File: config.mk
export PLATFORM = sky130hd
export DESIGN_NAME = io_bank_flat
export DESIGN_NICKNAME = d
export VERILOG_FILES = /design/src/rtl/io_bank_pkg.sv /design/src/rtl/io_bank_if.sv /design/src/rtl/io_fifo.sv /design/src/rtl/io_bank.sv /design/src/flat_wrapper.sv
export SDC_FILE = /design/constraint.sdc
export NUM_CORES = 1
export LEC_CHECK = 0
export ABC_CLOCK_PERIOD_IN_PS = 11600
export CAP_MARGIN = 20
export CORE_MARGIN = 2
export CORE_UTILIZATION = 45
export DETAILED_ROUTE_END_ITERATION = 12
export PLACE_DENSITY = 0.71
export SLEW_MARGIN = 25
export SYNTH_ARGS = -nofsm -noshare
export SYNTH_HDL_FRONTEND = slang
export SYNTH_SLANG_ARGS = --single-unit
File: constraint.sdc
create_clock -name clk -period 11.6 [get_ports clk]
set_input_delay 1.16 -clock clk [delete_from_list [all_inputs] [get_ports clk]]
set_output_delay 1.16 -clock clk [all_outputs]
set_load 0.005 [all_outputs]
File: src/rtl/io_bank_pkg.sv
// Shared definitions for the io_bank peripheral: register offsets, STATUS bit
// positions, the CPU-side window base and the register decoder.
// Imported by io_bank and by anything that needs to address its registers.
package io_bank_pkg;

  // CPU address of byte offset 0 of the bank.
  localparam logic [31:0] IO_BASE = 32'h8000_0000;

  // Byte offsets within the window; only bits [7:2] take part in decode.
  localparam logic [7:0] IO_GPIO_OUT  = 8'h00;
  localparam logic [7:0] IO_GPIO_IN   = 8'h04;
  localparam logic [7:0] IO_TIMER     = 8'h08;
  localparam logic [7:0] IO_TIMER_CMP = 8'h0C;
  localparam logic [7:0] IO_STATUS    = 8'h10;
  localparam logic [7:0] IO_TX_DATA   = 8'h14;
  localparam logic [7:0] IO_RX_DATA   = 8'h18;

  // STATUS bit positions.
  localparam int ST_TX_FULL     = 0;
  localparam int ST_TX_EMPTY    = 1;
  localparam int ST_TIMER_MATCH = 2;
  localparam int ST_RX_FULL     = 3;
  localparam int ST_TX_OVF      = 4;

  typedef enum logic [2:0] {
    REG_GPIO_OUT,
    REG_GPIO_IN,
    REG_TIMER,
    REG_TIMER_CMP,
    REG_STATUS,
    REG_TX_DATA,
    REG_RX_DATA,
    REG_NONE
  } reg_sel_e;

  // Word decode; the byte-within-word bits are ignored.
  function automatic reg_sel_e decode_reg(input logic [7:0] addr);
    reg_sel_e sel;
    case (addr[7:2])
      IO_GPIO_OUT[7:2]:  sel = REG_GPIO_OUT;
      IO_GPIO_IN[7:2]:   sel = REG_GPIO_IN;
      IO_TIMER[7:2]:     sel = REG_TIMER;
      IO_TIMER_CMP[7:2]: sel = REG_TIMER_CMP;
      IO_STATUS[7:2]:    sel = REG_STATUS;
      IO_TX_DATA[7:2]:   sel = REG_TX_DATA;
      IO_RX_DATA[7:2]:   sel = REG_RX_DATA;
      default:           sel = REG_NONE;
    endcase
    return sel;
  endfunction

endpackage

File: src/rtl/io_bank_if.sv
// CPU-side access bus of the I/O bank (address, enable, direction, data).
// master: the MMU I/O port driving accesses; slave: the bank answering them.
// Read data is combinational from the slave in the same cycle as the access.
interface io_bank_if;
  logic [7:0]  io_addr;
  logic        io_en;
  logic        io_we;
  logic [31:0] io_data_write;
  logic [31:0] io_data_read;

  modport master (
    output io_addr, io_en, io_we, io_data_write,
    input  io_data_read
  );

  modport slave (
    input  io_addr, io_en, io_we, io_data_write,
    output io_data_read
  );
endinterface

File: src/rtl/io_fifo.sv
// Parameterised synchronous FIFO: push/pop, full/empty/count, head word visible.
// Ports: clk, reset (async active-high), push/push_dat, pop, head_dat, full, empty, count.
// A push while full is taken only when a pop happens in the same cycle.
module io_fifo #(
  parameter int W         = 8,
  parameter int DEPTH     = 4,
  parameter int DEPTH_LOG = 2
) (
  input  logic             clk,
  input  logic             reset,
  input  logic             push,
  input  logic [W-1:0]     push_dat,
  input  logic             pop,
  output logic [W-1:0]     head_dat,
  output logic             full,
  output logic             empty,
  output logic [DEPTH_LOG:0] count
);

  localparam int CNT_W = DEPTH_LOG + 1;
  localparam logic [CNT_W-1:0] CNT_FULL = CNT_W'(DEPTH);

  logic [W-1:0]         mem_q [DEPTH];
  logic [W-1:0]         mem_d [DEPTH];
  logic [DEPTH_LOG-1:0] wr_ptr_q, wr_ptr_d;
  logic [DEPTH_LOG-1:0] rd_ptr_q, rd_ptr_d;
  logic [CNT_W-1:0]     cnt_q, cnt_d;
  logic                 do_push, do_pop;

  assign full  = (cnt_q == CNT_FULL);
  assign empty = (cnt_q == '0);
  assign count = cnt_q;
  // Drive zero rather than a stale entry when nothing is queued.
  assign head_dat = empty ? '0 : mem_q[rd_ptr_q];

  assign do_pop  = pop & ~empty;
  assign do_push = push & (~full | do_pop);

  always_comb begin
    mem_d    = mem_q;
    wr_ptr_d = wr_ptr_q;
    rd_ptr_d = rd_ptr_q;
    cnt_d    = cnt_q;
    if (do_push) begin
      mem_d[wr_ptr_q] = push_dat;
      wr_ptr_d        = wr_ptr_q + DEPTH_LOG'(1);
    end
    if (do_pop) begin
      rd_ptr_d = rd_ptr_q + DEPTH_LOG'(1);
    end
    case ({do_push, do_pop})
      2'b10:   cnt_d = cnt_q + CNT_W'(1);
      2'b01:   cnt_d = cnt_q - CNT_W'(1);
      default: cnt_d = cnt_q;
    endcase
  end

  always_ff @(posedge clk or posedge reset) begin
    if (reset) begin
      for (int i = 0; i < DEPTH; i++) begin
        mem_q[i] <= '0;
      end
      wr_ptr_q <= '0;
      rd_ptr_q <= '0;
      cnt_q    <= '0;
    end else begin
      mem_q    <= mem_d;
      wr_ptr_q <= wr_ptr_d;
      rd_ptr_q <= rd_ptr_d;
      cnt_q    <= cnt_d;
    end
  end

endmodule

File: src/rtl/io_bank.sv
// Memory-mapped I/O bank: GPIO out/in, free-running timer with sticky compare
// interrupt, byte TX FIFO onto a valid/ready stream, one-entry RX holding register.
// Ports: clk, reset (async active-high), io (bus slave), gpio_out/gpio_in,
// irq_timer, tx_data/tx_valid/tx_ready, rx_data/rx_valid/rx_ready.
module io_bank
  import io_bank_pkg::*;
#(
  parameter int GPIO_W       = 8,
  parameter int TX_DEPTH     = 4,
  parameter int TX_DEPTH_LOG = 2
) (
  input  logic              clk,
  input  logic              reset,
  io_bank_if.slave          io,
  output logic [GPIO_W-1:0] gpio_out,
  input  logic [GPIO_W-1:0] gpio_in,
  output logic              irq_timer,
  output logic [7:0]        tx_data,
  output logic              tx_valid,
  input  logic              tx_ready,
  input  logic [7:0]        rx_data,
  input  logic              rx_valid,
  output logic              rx_ready
);

  reg_sel_e sel;
  logic     wr_en, rd_en;

  logic [GPIO_W-1:0] gpio_out_q, gpio_out_d;
  logic [GPIO_W-1:0] gpio_s1_q, gpio_s1_d;
  logic [GPIO_W-1:0] gpio_s2_q, gpio_s2_d;
  logic [31:0]       timer_q, timer_d;
  logic [31:0]       cmp_q, cmp_d;
  logic              match_q, match_d;
  logic              ovf_q, ovf_d;
  logic              rx_full_q, rx_full_d;
  logic [7:0]        rx_byte_q, rx_byte_d;

  logic              tx_push_req, tx_push, tx_pop;
  logic              tx_full, tx_empty;
  logic [7:0]        tx_head;
  logic [TX_DEPTH_LOG:0] tx_cnt_unused;
  logic              status_wr, rx_cap, rx_clr;

  assign sel   = decode_reg(io.io_addr);
  assign wr_en = io.io_en & io.io_we;
  assign rd_en = io.io_en & ~io.io_we;

  assign status_wr   = wr_en && (sel == REG_STATUS);
  assign tx_push_req = wr_en && (sel == REG_TX_DATA);
  assign tx_pop      = tx_valid & tx_ready;
  // A write to a full FIFO still lands if the head leaves in the same cycle.
  assign tx_push     = tx_push_req & (~tx_full | tx_pop);

  // No bypass: a byte can only be captured while the holding register is empty.
  assign rx_cap = rx_valid & ~rx_full_q;
  assign rx_clr = rd_en && (sel == REG_RX_DATA) && rx_full_q;

  io_fifo #(
    .W         (8),
    .DEPTH     (TX_DEPTH),
    .DEPTH_LOG (TX_DEPTH_LOG)
  ) u_tx_fifo (
    .clk      (clk),
    .reset    (reset),
    .push     (tx_push),
    .push_dat (io.io_data_write[7:0]),
    .pop      (tx_pop),
    .head_dat (tx_head),
    .full     (tx_full),
    .empty    (tx_empty),
    .count    (tx_cnt_unused)
  );

  always_comb begin
    gpio_out_d = gpio_out_q;
    if (wr_en && (sel == REG_GPIO_OUT)) gpio_out_d = io.io_data_write[GPIO_W-1:0];

    gpio_s1_d = gpio_in;
    gpio_s2_d = gpio_s1_q;

    // Writing TIMER overrides the increment for that cycle.
    timer_d = (wr_en && (sel == REG_TIMER)) ? 32'd0 : timer_q + 32'd1;

    cmp_d = cmp_q;
    if (wr_en && (sel == REG_TIMER_CMP)) cmp_d = io.io_data_write;

    // Sticky flags: a new event outranks a same-cycle write-1-to-clear.
    match_d = (timer_q == cmp_q) |
              (match_q & ~(status_wr & io.io_data_write[ST_TIMER_MATCH]));
    ovf_d   = (tx_push_req & tx_full & ~tx_pop) |
              (ovf_q & ~(status_wr & io.io_data_write[ST_TX_OVF]));

    rx_full_d = rx_full_q;
    rx_byte_d = rx_byte_q;
    if (rx_cap) begin
      rx_full_d = 1'b1;
      rx_byte_d = rx_data;
    end else if (rx_clr) begin
      rx_full_d = 1'b0;
    end
  end

  always_ff @(posedge clk or posedge reset) begin
    if (reset) begin
      gpio_out_q <= '0;
      gpio_s1_q  <= '0;
      gpio_s2_q  <= '0;
      timer_q    <= '0;
      cmp_q      <= 32'hFFFF_FFFF;
      match_q    <= 1'b0;
      ovf_q      <= 1'b0;
      rx_full_q  <= 1'b0;
      rx_byte_q  <= '0;
    end else begin
      gpio_out_q <= gpio_out_d;
      gpio_s1_q  <= gpio_s1_d;
      gpio_s2_q  <= gpio_s2_d;
      timer_q    <= timer_d;
      cmp_q      <= cmp_d;
      match_q    <= match_d;
      ovf_q      <= ovf_d;
      rx_full_q  <= rx_full_d;
      rx_byte_q  <= rx_byte_d;
    end
  end

  // Combinational read-back; zero for writes, idle cycles, WO and unmapped.
  always_comb begin
    io.io_data_read = '0;
    if (rd_en) begin
      case (sel)
        REG_GPIO_OUT:  io.io_data_read = {{(32-GPIO_W){1'b0}}, gpio_out_q};
        REG_GPIO_IN:   io.io_data_read = {{(32-GPIO_W){1'b0}}, gpio_s2_q};
        REG_TIMER:     io.io_data_read = timer_q;
        REG_TIMER_CMP: io.io_data_read = cmp_q;
        REG_STATUS: begin
          io.io_data_read[ST_TX_FULL]     = tx_full;
          io.io_data_read[ST_TX_EMPTY]    = tx_empty;
          io.io_data_read[ST_TIMER_MATCH] = match_q;
          io.io_data_read[ST_RX_FULL]     = rx_full_q;
          io.io_data_read[ST_TX_OVF]      = ovf_q;
        end
        REG_RX_DATA:   io.io_data_read = {24'd0, rx_full_q ? rx_byte_q : 8'd0};
        default:       io.io_data_read = '0;
      endcase
    end
  end

  assign gpio_out  = gpio_out_q;
  assign irq_timer = match_q;
  assign tx_valid  = ~tx_empty;
  assign tx_data   = tx_head;
  assign rx_ready  = ~rx_full_q;

endmodule
File: src/flat_wrapper.sv
// flat-port wrapper written by rule: the top's interface ports become plain ports
module io_bank_flat import io_bank_pkg::*;
#(
  parameter int GPIO_W       = 8,
  parameter int TX_DEPTH     = 4,
  parameter int TX_DEPTH_LOG = 2
)
  (clk, reset, gpio_out, gpio_in, irq_timer, tx_data, tx_valid, tx_ready, rx_data, rx_valid, rx_ready, io_io_addr, io_io_en, io_io_we, io_io_data_write, io_io_data_read);
  io_bank_if io_i ();
  input  logic clk;
  input  logic reset;
  output logic [GPIO_W-1:0] gpio_out;
  input  logic [GPIO_W-1:0] gpio_in;
  output logic irq_timer;
  output logic [7:0] tx_data;
  output logic tx_valid;
  input  logic tx_ready;
  input  logic [7:0] rx_data;
  input  logic rx_valid;
  output logic rx_ready;
  input wire logic [$bits(io_i.io_addr)-1:0] io_io_addr;
  input wire logic [$bits(io_i.io_en)-1:0] io_io_en;
  input wire logic [$bits(io_i.io_we)-1:0] io_io_we;
  input wire logic [$bits(io_i.io_data_write)-1:0] io_io_data_write;
  output wire logic [$bits(io_i.io_data_read)-1:0] io_io_data_read;
  assign io_i.io_addr = io_io_addr;
  assign io_i.io_en = io_io_en;
  assign io_i.io_we = io_io_we;
  assign io_i.io_data_write = io_io_data_write;
  assign io_io_data_read = io_i.io_data_read;
  io_bank #(.GPIO_W(GPIO_W), .TX_DEPTH(TX_DEPTH), .TX_DEPTH_LOG(TX_DEPTH_LOG)) u_core (.clk(clk), .reset(reset), .io(io_i), .gpio_out(gpio_out), .gpio_in(gpio_in), .irq_timer(irq_timer), .tx_data(tx_data), .tx_valid(tx_valid), .tx_ready(tx_ready), .rx_data(rx_data), .rx_valid(rx_valid), .rx_ready(rx_ready));
endmodule
== Word-level counts from Yosys, hierarchy flattened ==
Cells that the tools add are included.

* Register bits after elaboration: 138
* Logic and storage cells: 95
* Memory bits (writable): 0
* Bits in latches: 0
* Memories kept: 0
* Memory bits (read-only): 0
* Input bits: 62

* Bitwise operators: 26
* Reductions and logical operators: 13
* Divide/modulo/power cells: 0
* Multipliers: 0
* Add/subtract/negate cells: 5
* $lt $le $gt $ge: 3
* Equality and inequality tests: 16
* Shifts and indexed selects: 0
* Muxes and demuxes: 16

{| class="wikitable"
|+ Operator list
! kind !! count
|-
| one-hot mux 27 bit (5 select lines) || 1
|-
| 2-to-1 mux 32 bit || 2
|-
| 2-to-1 mux 8 bit || 5
|-
| adder 32 x 1 -> 32 bit, second input constant || 1
|-
| bitwise mux 32 bit || 1
|-
| equality test 32 bit || 1
|-
| one-hot mux 5 bit (6 select lines) || 1
|-
| one-hot mux 3 bit (7 select lines) || 1
|-
| equality test 6 x 3 -> 1 bit, second input constant || 3
|-
| binary-select mux 8 bit (select 2 bit) || 1
|-
| demux 8 bit (select 2 bit) || 1
|-
| AND 1 bit || 13
|-
| equality test 3 bit, second input constant || 4
|-
| equality test 6 x 2 -> 1 bit, second input constant || 2
|-
| logical AND 1 bit || 8
|-
| inverter 1 bit || 7
|-
| equality test 3 x 2 -> 1 bit, second input constant || 2
|-
| equality test 6 x 1 -> 1 bit, second input constant || 1
|-
| >= comparator 3 bit, second input constant || 2
|-
| zero test 3 bit || 2
|-
| zero test 6 bit || 1
|-
| inverter 2 -> 3 bit || 2
|-
| one-hot mux 3 bit (2 select lines) || 1
|-
| adder 2 x 1 -> 2 bit, second input constant || 2
|-
| 9 further kinds || 14
|}

== Logic depth before layout (Yosys ltp) ==
Gate-level depths: netlist (run 1).

* Depth after elaboration: 8
* Depth in mapped cells: 10
* Mapped depth without buffers: 9

== Modules after synthesis ==
From an unflattened synthesis (run 1), not the netlist that was laid out.

* Cells, all modules: 601
* Area total of the unflattened synthesis: 7105.6 µm²

{| class="wikitable"
|+ Modules (own cells, without submodules)
! module !! area an instance (µm²) !! instances !! cells an instance !! seq. area each (µm²)
|-
| io_bank || 5245.0 || 1 || 475 || 2517.4
|-
| io_fifo || 1860.5 || 1 || 126 || 975.9
|}

== Least setup slack after synthesis (run 1) ==
Ideal clock, no wire load.

* Kind: in2out
* Start: input io_io_addr[5]
* End: output io_io_data_read[4]
* Setup slack: 7.799 ns
* Buffers on the path: 1
* Cell stages on the path: 5
* Arrival: 2.641 ns
* Required time: 10.440 ns
* Path through: or4b_1 -> clkbuf_1 -> nor3_1 -> nand2_1 -> a31oi_1

* Longest elaborated chain between the ends: 5
* Elaborated cells between the ends (all ways): 16
* Classes of those cells: eq/ne: 11; mux: 3; reduce/logical: 2

{| class="wikitable"
|+ Ends and longest elaborated chain
! what !! RTL line !! RTL
|-
| start, declared || flat_wrapper.sv:21 || <nowiki>input wire logic [$bits(io_i.io_addr)-1:0] io_io_addr;</nowiki>
|-
| equality test 6 x 3 -> 1 bit, or another cell as far along || io_bank_pkg.sv:39 || <nowiki>case (addr[7:2])</nowiki>
|-
| one-hot mux 3 bit (7 select lines) (*) || io_bank_pkg.sv:39 ||
|-
| equality test 3 bit, or another cell as far along || io_bank.sv:132 || <nowiki>case (sel)</nowiki>
|-
| one-hot mux 5 bit (6 select lines) (*) || io_bank.sv:132 ||
|-
| 2-to-1 mux 32 bit (*) || io_bank.sv:131 || <nowiki>if (rd_en) begin</nowiki>
|-
| end, declared || flat_wrapper.sv:25 || <nowiki>output wire logic [$bits(io_i.io_data_read)-1:0] io_io_data_read;</nowiki>
|}

Every way passes the cells marked *; elsewhere a longest branch is shown, timed or not.

== Worst setup path in the final report (run 1) ==
* Start: input io_io_addr[4]
* End: output io_io_data_read[10]

* Longest elaborated chain between the ends: 5
* Elaborated cells between the ends (all ways): 15
* Classes of those cells: eq/ne: 10; mux: 3; reduce/logical: 2

{| class="wikitable"
|+ Ends and longest elaborated chain
! what !! RTL line
|-
| equality test 6 x 3 -> 1 bit, or another cell as far along || io_bank_pkg.sv:39
|-
| one-hot mux 3 bit (7 select lines) (*) || io_bank_pkg.sv:39
|-
| equality test 3 bit, or another cell as far along || io_bank.sv:132
|-
| one-hot mux 27 bit (5 select lines) (*) || io_bank.sv:132
|-
| 2-to-1 mux 32 bit (*) || io_bank.sv:131
|}

Marks and branches as above.

==> impl_metrics.ini, run 1 <==
[synthesis]
synthTopCellsByArea = dfrtp_1 39%, mux2_2 13%, dfstp_2 12%, xnor2_1 4.7%, mux4_2 4.6%
synth_top_family_by_area = multiplexers
avgSynthCellArea_um2 = 11.9
synthMuxAreaShare_pct = 18.2
synth_area_mm2 = 0.00687
yosysSeqAreaShare_pct = 50.9
ys_ff_latch = 138
synth_compound_area_share_pct = 8.05
synth_fa_ha_area_share_pct = 1.38
synth_xor_xnor_area_share_pct = 6.12
yosysUniqueCellTypes = 39
synth_top_flop_cell = dfrtp_1
async_flop_share_pct = 100
synth_top_area_share_pct = 38.6
synth_warnings = 0
synthSimpleGateAreaFrac_pct = 13.0
synth-edff-count = 0
syn_inst = 579
syn_nets = 648
synth_top_area_cell = dfrtp_1

[routing]
wl_per_cell_um = 19.6
num_vias = 5095
drc = 0
ant_nets = 0
wl_mm = 17.2
drtPass1Iterations = 5
routed_via_density = 5.78
first_iter_violations = 440

[critical_path]
cp_num_buf_inv = 2
cpMostUsedCell = clkdlybuf4s50_1
cp_max_fo = 26
path_delay_family = simple AND/OR/NAND/NOR gates
critPathMaxStageDelay_ns = 0.90
crit_arrival_ns = 4.17
startpoint_type = input port
crit_path_cell_trace = clkdlybuf4s50_1 -> nor4_4 -> and3_1 -> a22oi_1 -> nor2_1 -> clkdlybuf4s50_1
crit_path_top_delay_cell = and3_1
endpoint_kind = primary output
cp.required_ns = 10.44
worstSetupPathType = input port to primary output

[final_layout]
final_cell_mix = 110 x clkdlybuf4s50_1, 106 x dfrtp_1, 81 x mux2_2, 43 x nor2_1, 37 x xnor2_1
layout_commonest_cell = clkdlybuf4s50_1
register_area_mm2 = 0.00349
fillers = 1246
drive_above_1_share_pct = 24.4
nets = 750
design_area_mm2 = 0.00873
synthToLayoutAreaGrowth_pct = 27.1
multiInputGateArea_mm2 = 0.00321
antenna-diode-count = 0

[sta]
post-route-period-util_pct = 45.9
timing.final.ws_setup_ns = 6.27
min_period_ns = 5.33
tightest_slew_ns = 0.979
final.setup.tns_ns = 0
skew_ns = 0.00668
slew-limit-headroom_pct = 34.8
hold_viol_final = 0
max_freq_ghz = 0.188
grt_setup_unrepaired = false
finalMaxSlewViolations = 0
setup_viol = 0

[place]
gp_congestion = 0.861
io_buffers = 110
dpl_worst_slack_ns = 6.28
hpwl_mm = 12.0
placed_cell_area_mm2 = 0.00813

[power]
ir_drop_uv = 127
power.leakage_nw = 3.44
p_per_area_mw_per_mm2 = 164

[die]
start_util_pct = 45.7
core_area_mm2 = 0.0150
ios = 113
die_width_um = 128
fp.dieArea_mm2 = 0.0163
die_y_um = 128
rows = 45

[clock_tree]
cts_max_level = 4
path_clk_slew_ns = 0.05
clockRootBuffer = clkbuf_16
cts_setup_buffers = 0
holdBufCountCts = 0
cts_buffers = 17
worst_skew_pair.late_latency_ns = 0.42
cts_tree = done
postCtsResizedCells = 0
cts_sinks = 138
clk_path_buf_depth = 2

[global_routing]
grt_pass1_wl_mm = 27.7
grt_max_degree = 82
overflow = 0
grt_pass1_vias = 5078
antenna_found_initial = 0
track_usage_pct = 21.9

[run]
maxCapViolations = 0

[status]
outcome = finished clean

[hold_path]
min_path_type = flip-flop to flip-flop
[cells in the mapped netlist, types with 3 or more instances]
cell	number
dfstp_2	32
and2_1	11
clkbuf_1	25
and4_1	5
nor2b_1	5
a21oi_1	25
xor2_1	11
buf_1	3
dfrtp_1	106
a22oi_1	31
o31ai_1	11
nand2_1	19
and3_1	7
mux4_2	14
nand2_2	4
nand3_1	10
nand4_1	20
xnor2_1	37
mux2_2	81
ha_1	6
o21ai_0	10
or3_1	9
a22o_1	3
nor3_1	6
buf_2	3
nor2_1	43
or4_1	13
inv_1	13
[worst reg2reg max path: stages (launching register included)]
cell,delay [ns]
dfrtp_1,0.43
nor4b_1,0.64
nor4_4,0.20
inv_1,0.11
ha_1,0.18
inv_1,0.06
fa_1,0.37
xor2_1,0.15
nor2_1,0.11
xor2_1,0.16
[worst paths after layout]
path                                      startpoint                          to  slack (ns)  cells after the start
max                                    io_io_addr[4]         io_io_data_read[10]        6.27                      6
min                              u_core.gpio_s1_q[0]         u_core.gpio_s2_q[0]        0.35                      0
max reg2reg                u_core.u_tx_fifo.count[0]   u_core.u_tx_fifo.count[2]        9.11                      9
min reg2reg                      u_core.gpio_s1_q[0]         u_core.gpio_s2_q[0]        0.35                      0
max in group asynchronous                      reset  u_core.u_tx_fifo.mem_q[17]        9.19                      3
min in group asynchronous                      reset         u_core.gpio_s1_q[5]        1.24                      2
[power breakdown]
part           leakage (nW)  total [W]  switching, W  internal (W)
registers              1.69   0.000646     0.0000964      0.000550
logic                  1.46   0.000233      0.000105      0.000128
clock network         0.282   0.000555      0.000206      0.000349
[flip-flops by register name (all words and copies together) (netlist names), 3 cells and up]
name / flops
u_core.cmp_q: 32
u_core.gpio_out: 8
u_core.gpio_s1_q: 8
u_core.gpio_s2_q: 8
u_core.rx_byte_q: 8
u_core.timer_q: 32
u_core.u_tx_fifo.count: 3
u_core.u_tx_fifo.mem_q: 32
[per-layer routing]
| layer | global-route usage (%) | up-vias | wire (um) |
|---|---|---|---|
| met5 | 0 | - | 0 |
| met4 | 6.85 | 0 | 244 |
| met3 | 3.77 | 26 | 702 |
| met2 | 33.5 | 154 | 8170 |
| met1 | 32.2 | 2593 | 8130 |
| li1 | - | 2322 | - |
[cell type report]
type | count | share of cell area (%)
inverter | 13 | 0.616
multi-input combinational | 397 | 36.8
tap | 188 | 2.69
clock inverter | 10 | 1.63
sequential | 138 | 40.0
clock buffer | 21 | 5.27
timing repair buffer | 114 | 13.0
[cell families (layout without fill, tap and decap cells)]
logic type,count (synthesis),in the layout
AO/OA/AOI/OAI,85,85
flip-flops,138,138
multiplexers,97,97
adder cells (fa/ha/maj),7,7
AND/OR/NAND/NOR,160,160
XOR/XNOR,48,48
buffers and inverters,44,158
[metrics by stage]
stage / util [%] / instances / hold slack [ns] / total power [W]
2_1_floorplan: - / 579 / 0.331 / 0.000782
3_3_place_gp: 54.0 / 850 / 0.335 / 0.000868
3_5_place_dp: 54.0 / 850 / 0.336 / 0.000884
4_1_cts: 58.1 / 881 / 0.350 / 0.00144
5_1_grt: 58.1 / 881 / 0.364 / 0.00149
6_report: 58.1 / 881 / 0.349 / 0.00143
(Power assumes the default switching activity.)
==> run 2: changes to the inputs <==
--- a/config.mk
+++ b/config.mk
@@ -5,7 +5,7 @@
 export SDC_FILE = /design/constraint.sdc
 export NUM_CORES = 1
 export LEC_CHECK = 0
-export ABC_CLOCK_PERIOD_IN_PS = 11600
+export ABC_CLOCK_PERIOD_IN_PS = 5050
 export CAP_MARGIN = 20
 export CORE_MARGIN = 2
 export CORE_UTILIZATION = 45
==> constraint.sdc (replaced) <==
create_clock -name clk -period 5.05 [get_ports clk]
set_input_delay 0.505 -clock clk [delete_from_list [all_inputs] [get_ports clk]]
set_output_delay 0.505 -clock clk [all_outputs]
set_load 0.005 [all_outputs]
==> impl_metrics.ini, run 2 (same netlist as run 1, synthesis figures left out) <==
[sta]
slew-limit-headroom_pct = 35.6
max_freq_ghz = 0.246
finalMaxSlewViolations = 0
skew_ns = 0.00754
setup_viol = 0
tightest_slew_ns = 0.965
final.setup.tns_ns = 0
hold_viol_final = 0
min_period_ns = 4.06
post-route-period-util_pct = 80.5
grt_setup_unrepaired = false

[clock_tree]
clk_path_buf_depth = 2
clockRootBuffer = clkbuf_16
cts_tree = done
cts_setup_buffers = 0
holdBufCountCts = 0
worst_skew_pair.late_latency_ns = 0.42
path_clk_slew_ns = 0.06
cts_buffers = 17
postCtsResizedCells = 0
cts_max_level = 4
cts_sinks = 138

[die]
die_y_um = 128
rows = 45
ios = 113
core_area_mm2 = 0.0150
die_width_um = 128
start_util_pct = 45.7
fp.dieArea_mm2 = 0.0163

[critical_path]
cp.required_ns = 4.55
cp_max_fo = 26
r2r_cells = 9
worstSetupPathType = input port to primary output
crit_path_end = io_io_data_read[10]
startpoint_type = input port
crit_arrival_ns = 3.56
cp-startpoint = io_io_addr[4]
rr_endpoint = u_core.u_tx_fifo.count[2]
r2r-start = u_core.u_tx_fifo.count[0]
regToRegSetupSlack_ns = 2.49
endpoint_kind = primary output

[routing]
drtPass1Iterations = 5
num_vias = 5138
drc = 0
wl_mm = 17.3
ant_nets = 0
routed_via_density = 5.81
wl_per_cell_um = 19.6
first_iter_violations = 478

[place]
gp_congestion = 0.871
hpwl_mm = 12.1
io_buffers = 110
placedCellCount = 852

[final_layout]
multiInputGateArea_mm2 = 0.00321
layout.cells.non_filler = 884
top_regs = u_core.cmp_q x32, u_core.timer_q x32, u_core.u_tx_fifo.mem_q x32
synthToLayoutAreaGrowth_pct = 27.4
layout_commonest_cell = clkdlybuf4s50_1
register_area_mm2 = 0.00349
drive_above_1_share_pct = 24.7
fin_util_pct = 58.2
final_cell_mix = 110 x clkdlybuf4s50_1, 106 x dfrtp_1, 81 x mux2_2, 43 x nor2_1, 37 x xnor2_1
nets = 752
fillers = 1220
antenna-diode-count = 0

[power]
power.leakage_nw = 3.46
p_per_area_mw_per_mm2 = 378
ir_drop_uv = 289

[run]
maxCapViolations = 0

[hold_path]
min_path_type = flip-flop to flip-flop

[status]
outcome = finished clean

[global_routing]
grt_pass1_wl_mm = 27.6
grt_max_degree = 51
antenna_found_initial = 0
grt_pass1_vias = 5095
overflow = 0
track_usage_pct = 22.1
[run 2: cell count changes in the layout (fill, tap and decap cells not counted), sizes merged]
cell	change
buf	+2
clkbuf	+1
clkinv	+1
clkinvlp	-1
[run 2: worst min-delay path by stage]
| stage | startpoint | end | cells past startpoint |
|---|---|---|---|
| 4_1_cts | u_core.gpio_s1_q[7] | u_core.gpio_s2_q[7] | 0 |
| 3_5_place_dp | u_core.gpio_s1_q[4] | u_core.gpio_s2_q[4] | 0 |
| 5_1_grt | u_core.gpio_s1_q[1] | u_core.gpio_s2_q[1] | 0 |
| 3_3_place_gp | u_core.gpio_s1_q[6] | u_core.gpio_s2_q[6] | 0 |
| 2_1_floorplan | u_core.gpio_s1_q[0] | u_core.gpio_s2_q[0] | 0 |
| 6_report | u_core.gpio_s1_q[7] | u_core.gpio_s2_q[7] | 0 |
[run 2: power by group]
group          switching, W  internal [W]  leakage (nW)
combinational      0.000241      0.000294          1.47
clock              0.000472      0.000816         0.293
sequential         0.000221       0.00126          1.69
total              0.000933       0.00237          3.46
[run 2: cell type report]
class                   instances  area share [%]
flip-flops and latches        138            39.9
multi-input cells             397            36.7
repair buffers                116            13.1
clock buffers                  22            5.42
well taps                     188            2.69
clock inverters                10            1.60
inverters                      13           0.586
[run 2: critical path: stages]
cell,delay [ns]
clkdlybuf4s50_1,0.54
nor4_4,0.63
and3_1,0.89
a22oi_1,0.29
nor2_1,0.17
clkdlybuf4s50_1,0.52
[run 2: per-layer routing]
metal  global-route usage, %  routed length, um
met5                       0                  0
met4                    7.63                259
met1                    30.7               7790
met3                    5.53               1110
met2                    33.9               8170
[run 2: metrics by stage]
| step | instance area (um2) | hold slack (ns) | setup slack [ns] | total power [W] |
|---|---|---|---|---|
| 6_report | 8750 | 0.350 | 0.987 | 0.00331 |
| 5_1_grt | 8750 | 0.371 | 0.810 | 0.00345 |
| 4_1_cts | 8750 | 0.355 | 0.967 | 0.00333 |
| 3_5_place_dp | 8140 | 0.339 | 1.08 | 0.00203 |
| 3_3_place_gp | 8140 | 0.336 | 1.13 | 0.00199 |
| 2_1_floorplan | 6870 | 0.331 | 0.902 | 0.00180 |
==> run 3: changes to the inputs <==
--- a/config.mk
+++ b/config.mk
@@ -5,7 +5,7 @@
 export SDC_FILE = /design/constraint.sdc
 export NUM_CORES = 1
 export LEC_CHECK = 0
-export ABC_CLOCK_PERIOD_IN_PS = 5050
+export ABC_CLOCK_PERIOD_IN_PS = 4000
 export CAP_MARGIN = 20
 export CORE_MARGIN = 2
 export CORE_UTILIZATION = 45
==> constraint.sdc (replaced) <==
create_clock -name clk -period 4 [get_ports clk]
set_input_delay 0.4 -clock clk [delete_from_list [all_inputs] [get_ports clk]]
set_output_delay 0.4 -clock clk [all_outputs]
set_load 0.005 [all_outputs]
==> impl_metrics.ini, run 3 (same netlist as run 1, synthesis figures left out) <==
[status]
outcome = finished clean

[clock_tree]
path_clk_slew_ns = 0.05
postCtsResizedCells = 0
cts_tree = done
cts_setup_buffers = 0
worst_skew_pair.late_latency_ns = 0.42
cts_buffers = 17
clk_path_buf_depth = 2
cts_sinks = 138
clockRootBuffer = clkbuf_16
holdBufCountCts = 0
cts_max_level = 4

[routing]
drc = 0
routed_via_density = 5.74
num_vias = 5101
first_iter_violations = 405
drtPass1Iterations = 5
ant_nets = 0
wl_mm = 17.3
wl_met1_mm = 7.73
wl_met2_mm = 8.26
top_layer = met4
met3WireLength_mm = 1.07
wl_per_cell_um = 19.5

[hold_path]
min_path_type = flip-flop to flip-flop

[critical_path]
crit_path_end = io_io_data_read[4]
cpMostUsedCell = clkdlybuf4s50_1
r2r_cells = 9
crit_arrival_ns = 3.11
critPathMaxStageDelay_ns = 0.59
crit_path_top_delay_cell = or4b_1
rr_endpoint = u_core.u_tx_fifo.count[2]
endpoint_kind = primary output
crit_path_cell_trace = clkdlybuf4s50_1 -> or4b_1 -> nor3_1 -> a22oi_1 -> a31oi_1 -> clkdlybuf4s50_1
startpoint_type = input port
cp_max_fo = 6
regToRegSetupSlack_ns = 1.47
r2r-start = u_core.u_tx_fifo.count[0]
cp.required_ns = 3.60
cp-startpoint = io_io_addr[4]
worstSetupPathType = input port to primary output

[power]
p_comb_share_pct = 16.1
finalPower_w = 0.00420
power.leakage_nw = 3.48
switchingPower_w = 0.00117
ir_drop_uv = 310
p_int_w = 0.00303
p_per_area_mw_per_mm2 = 477
seqPwrFrac_pct = 44.6
swShare_pct = 27.9
clock_power_share_pct = 39.3

[place]
dpl_worst_slack_ns = 0.533
hpwl_mm = 12.3
gp_congestion = 0.882
io_buffers = 110

[final_layout]
top_regs = u_core.cmp_q x32, u_core.timer_q x32, u_core.u_tx_fifo.mem_q x32
layout_commonest_cell = clkdlybuf4s50_1
drive_above_1_share_pct = 25.1
nets = 757
fillers = 1232
synthToLayoutAreaGrowth_pct = 28.3
final_cell_mix = 110 x clkdlybuf4s50_1, 106 x dfrtp_1, 81 x mux2_2, 43 x nor2_1, 37 x xnor2_1
antenna-diode-count = 0

[global_routing]
grt_pass1_wl_mm = 27.7
grt_pass1_vias = 5150
grt_max_degree = 73
antenna_found_initial = 0
overflow = 0
track_usage_pct = 22.1

[sta]
finalMaxSlewViolations = 0
timing.final.ws_setup_ns = 0.486
skew_ns = 0.00450
setup_viol = 0
grt_setup_unrepaired = false
hold_viol_final = 0
slew-limit-headroom_pct = 46.0
tightest_slew_ns = 0.810
max_freq_ghz = 0.285
min_period_ns = 3.51
post-route-period-util_pct = 87.9
final.setup.tns_ns = 0

[die]
ios = 113
die_width_um = 128
core_area_mm2 = 0.0150
fp.dieArea_mm2 = 0.0163
die_y_um = 128
rows = 45
start_util_pct = 45.7

[run]
maxCapViolations = 0
## run 3: cell types whose count changed in the layout (fill, tap and decap cells not counted), sizes merged
cell,delta
clkinv,-1
inv,-1
clkinvlp,+2
clkbuf,-1
bufinv,+1
buf,+5
## run 3: worst max-delay path, delay by kind of cell
family,cells,cell delay (ns)
buffers and inverters,2,1.12
and+or+nand+nor,2,1.16
AOI/OAI and AO/OA,2,0.43
## run 3: area by class of cell
type | instances | area (um2) | share of cell area [%]
inverter | 13 | 52.6 | 0.596
sequential | 138 | 3490 | 39.6
tap | 188 | 235 | 2.67
clock buffer | 21 | 450 | 5.11
multi-input combinational | 397 | 3210 | 36.5
timing repair buffer | 121 | 1200 | 13.6
clock inverter | 11 | 169 | 1.92
## run 3: worst min-delay path by stage
stage | startpoint | to | slack [ns] | cells after the start
after global placement | u_core.gpio_s1_q[2] | u_core.gpio_s2_q[2] | 0.34 | 0
final | u_core.gpio_s1_q[3] | u_core.gpio_s2_q[3] | 0.35 | 0
after CTS | u_core.gpio_s1_q[3] | u_core.gpio_s2_q[3] | 0.35 | 0
after global routing | u_core.gpio_s1_q[7] | u_core.gpio_s2_q[7] | 0.36 | 0
after floorplan | u_core.gpio_s1_q[0] | u_core.gpio_s2_q[0] | 0.33 | 0
after detailed placement | u_core.gpio_s1_q[7] | u_core.gpio_s2_q[7] | 0.34 | 0
## run 3: power by group through the flow
stage | combinational [W] | sequential (W) | clock [W]
floorplan | 0.000516 | 0.00175 | 0
global placement | 0.000647 | 0.00187 | 0
detailed placement | 0.000673 | 0.00189 | 0
CTS | 0.000680 | 0.00187 | 0.00167
global route | 0.000744 | 0.00190 | 0.00174
finish | 0.000675 | 0.00187 | 0.00165
## run 3: layer usage
layer / vias to the layer above / track usage, %
li1: 2343 / -
met1: 2574 / 30.8
met2: 169 / 34.8
met3: 15 / 4.94
met4: 0 / 6.85
met5: - / 0
## run 3: through the flow
stage / std cells / util, % / area, um2 / hold WS [ns]
2_1_floorplan: 579 / - / 6870 / 0.331
3_3_place_gp: 857 / 54.5 / 8190 / 0.335
3_5_place_dp: 857 / 54.5 / 8190 / 0.336
4_1_cts: 889 / 58.6 / 8810 / 0.349
5_1_grt: 889 / 58.6 / 8810 / 0.359
6_report: 889 / 58.6 / 8810 / 0.348
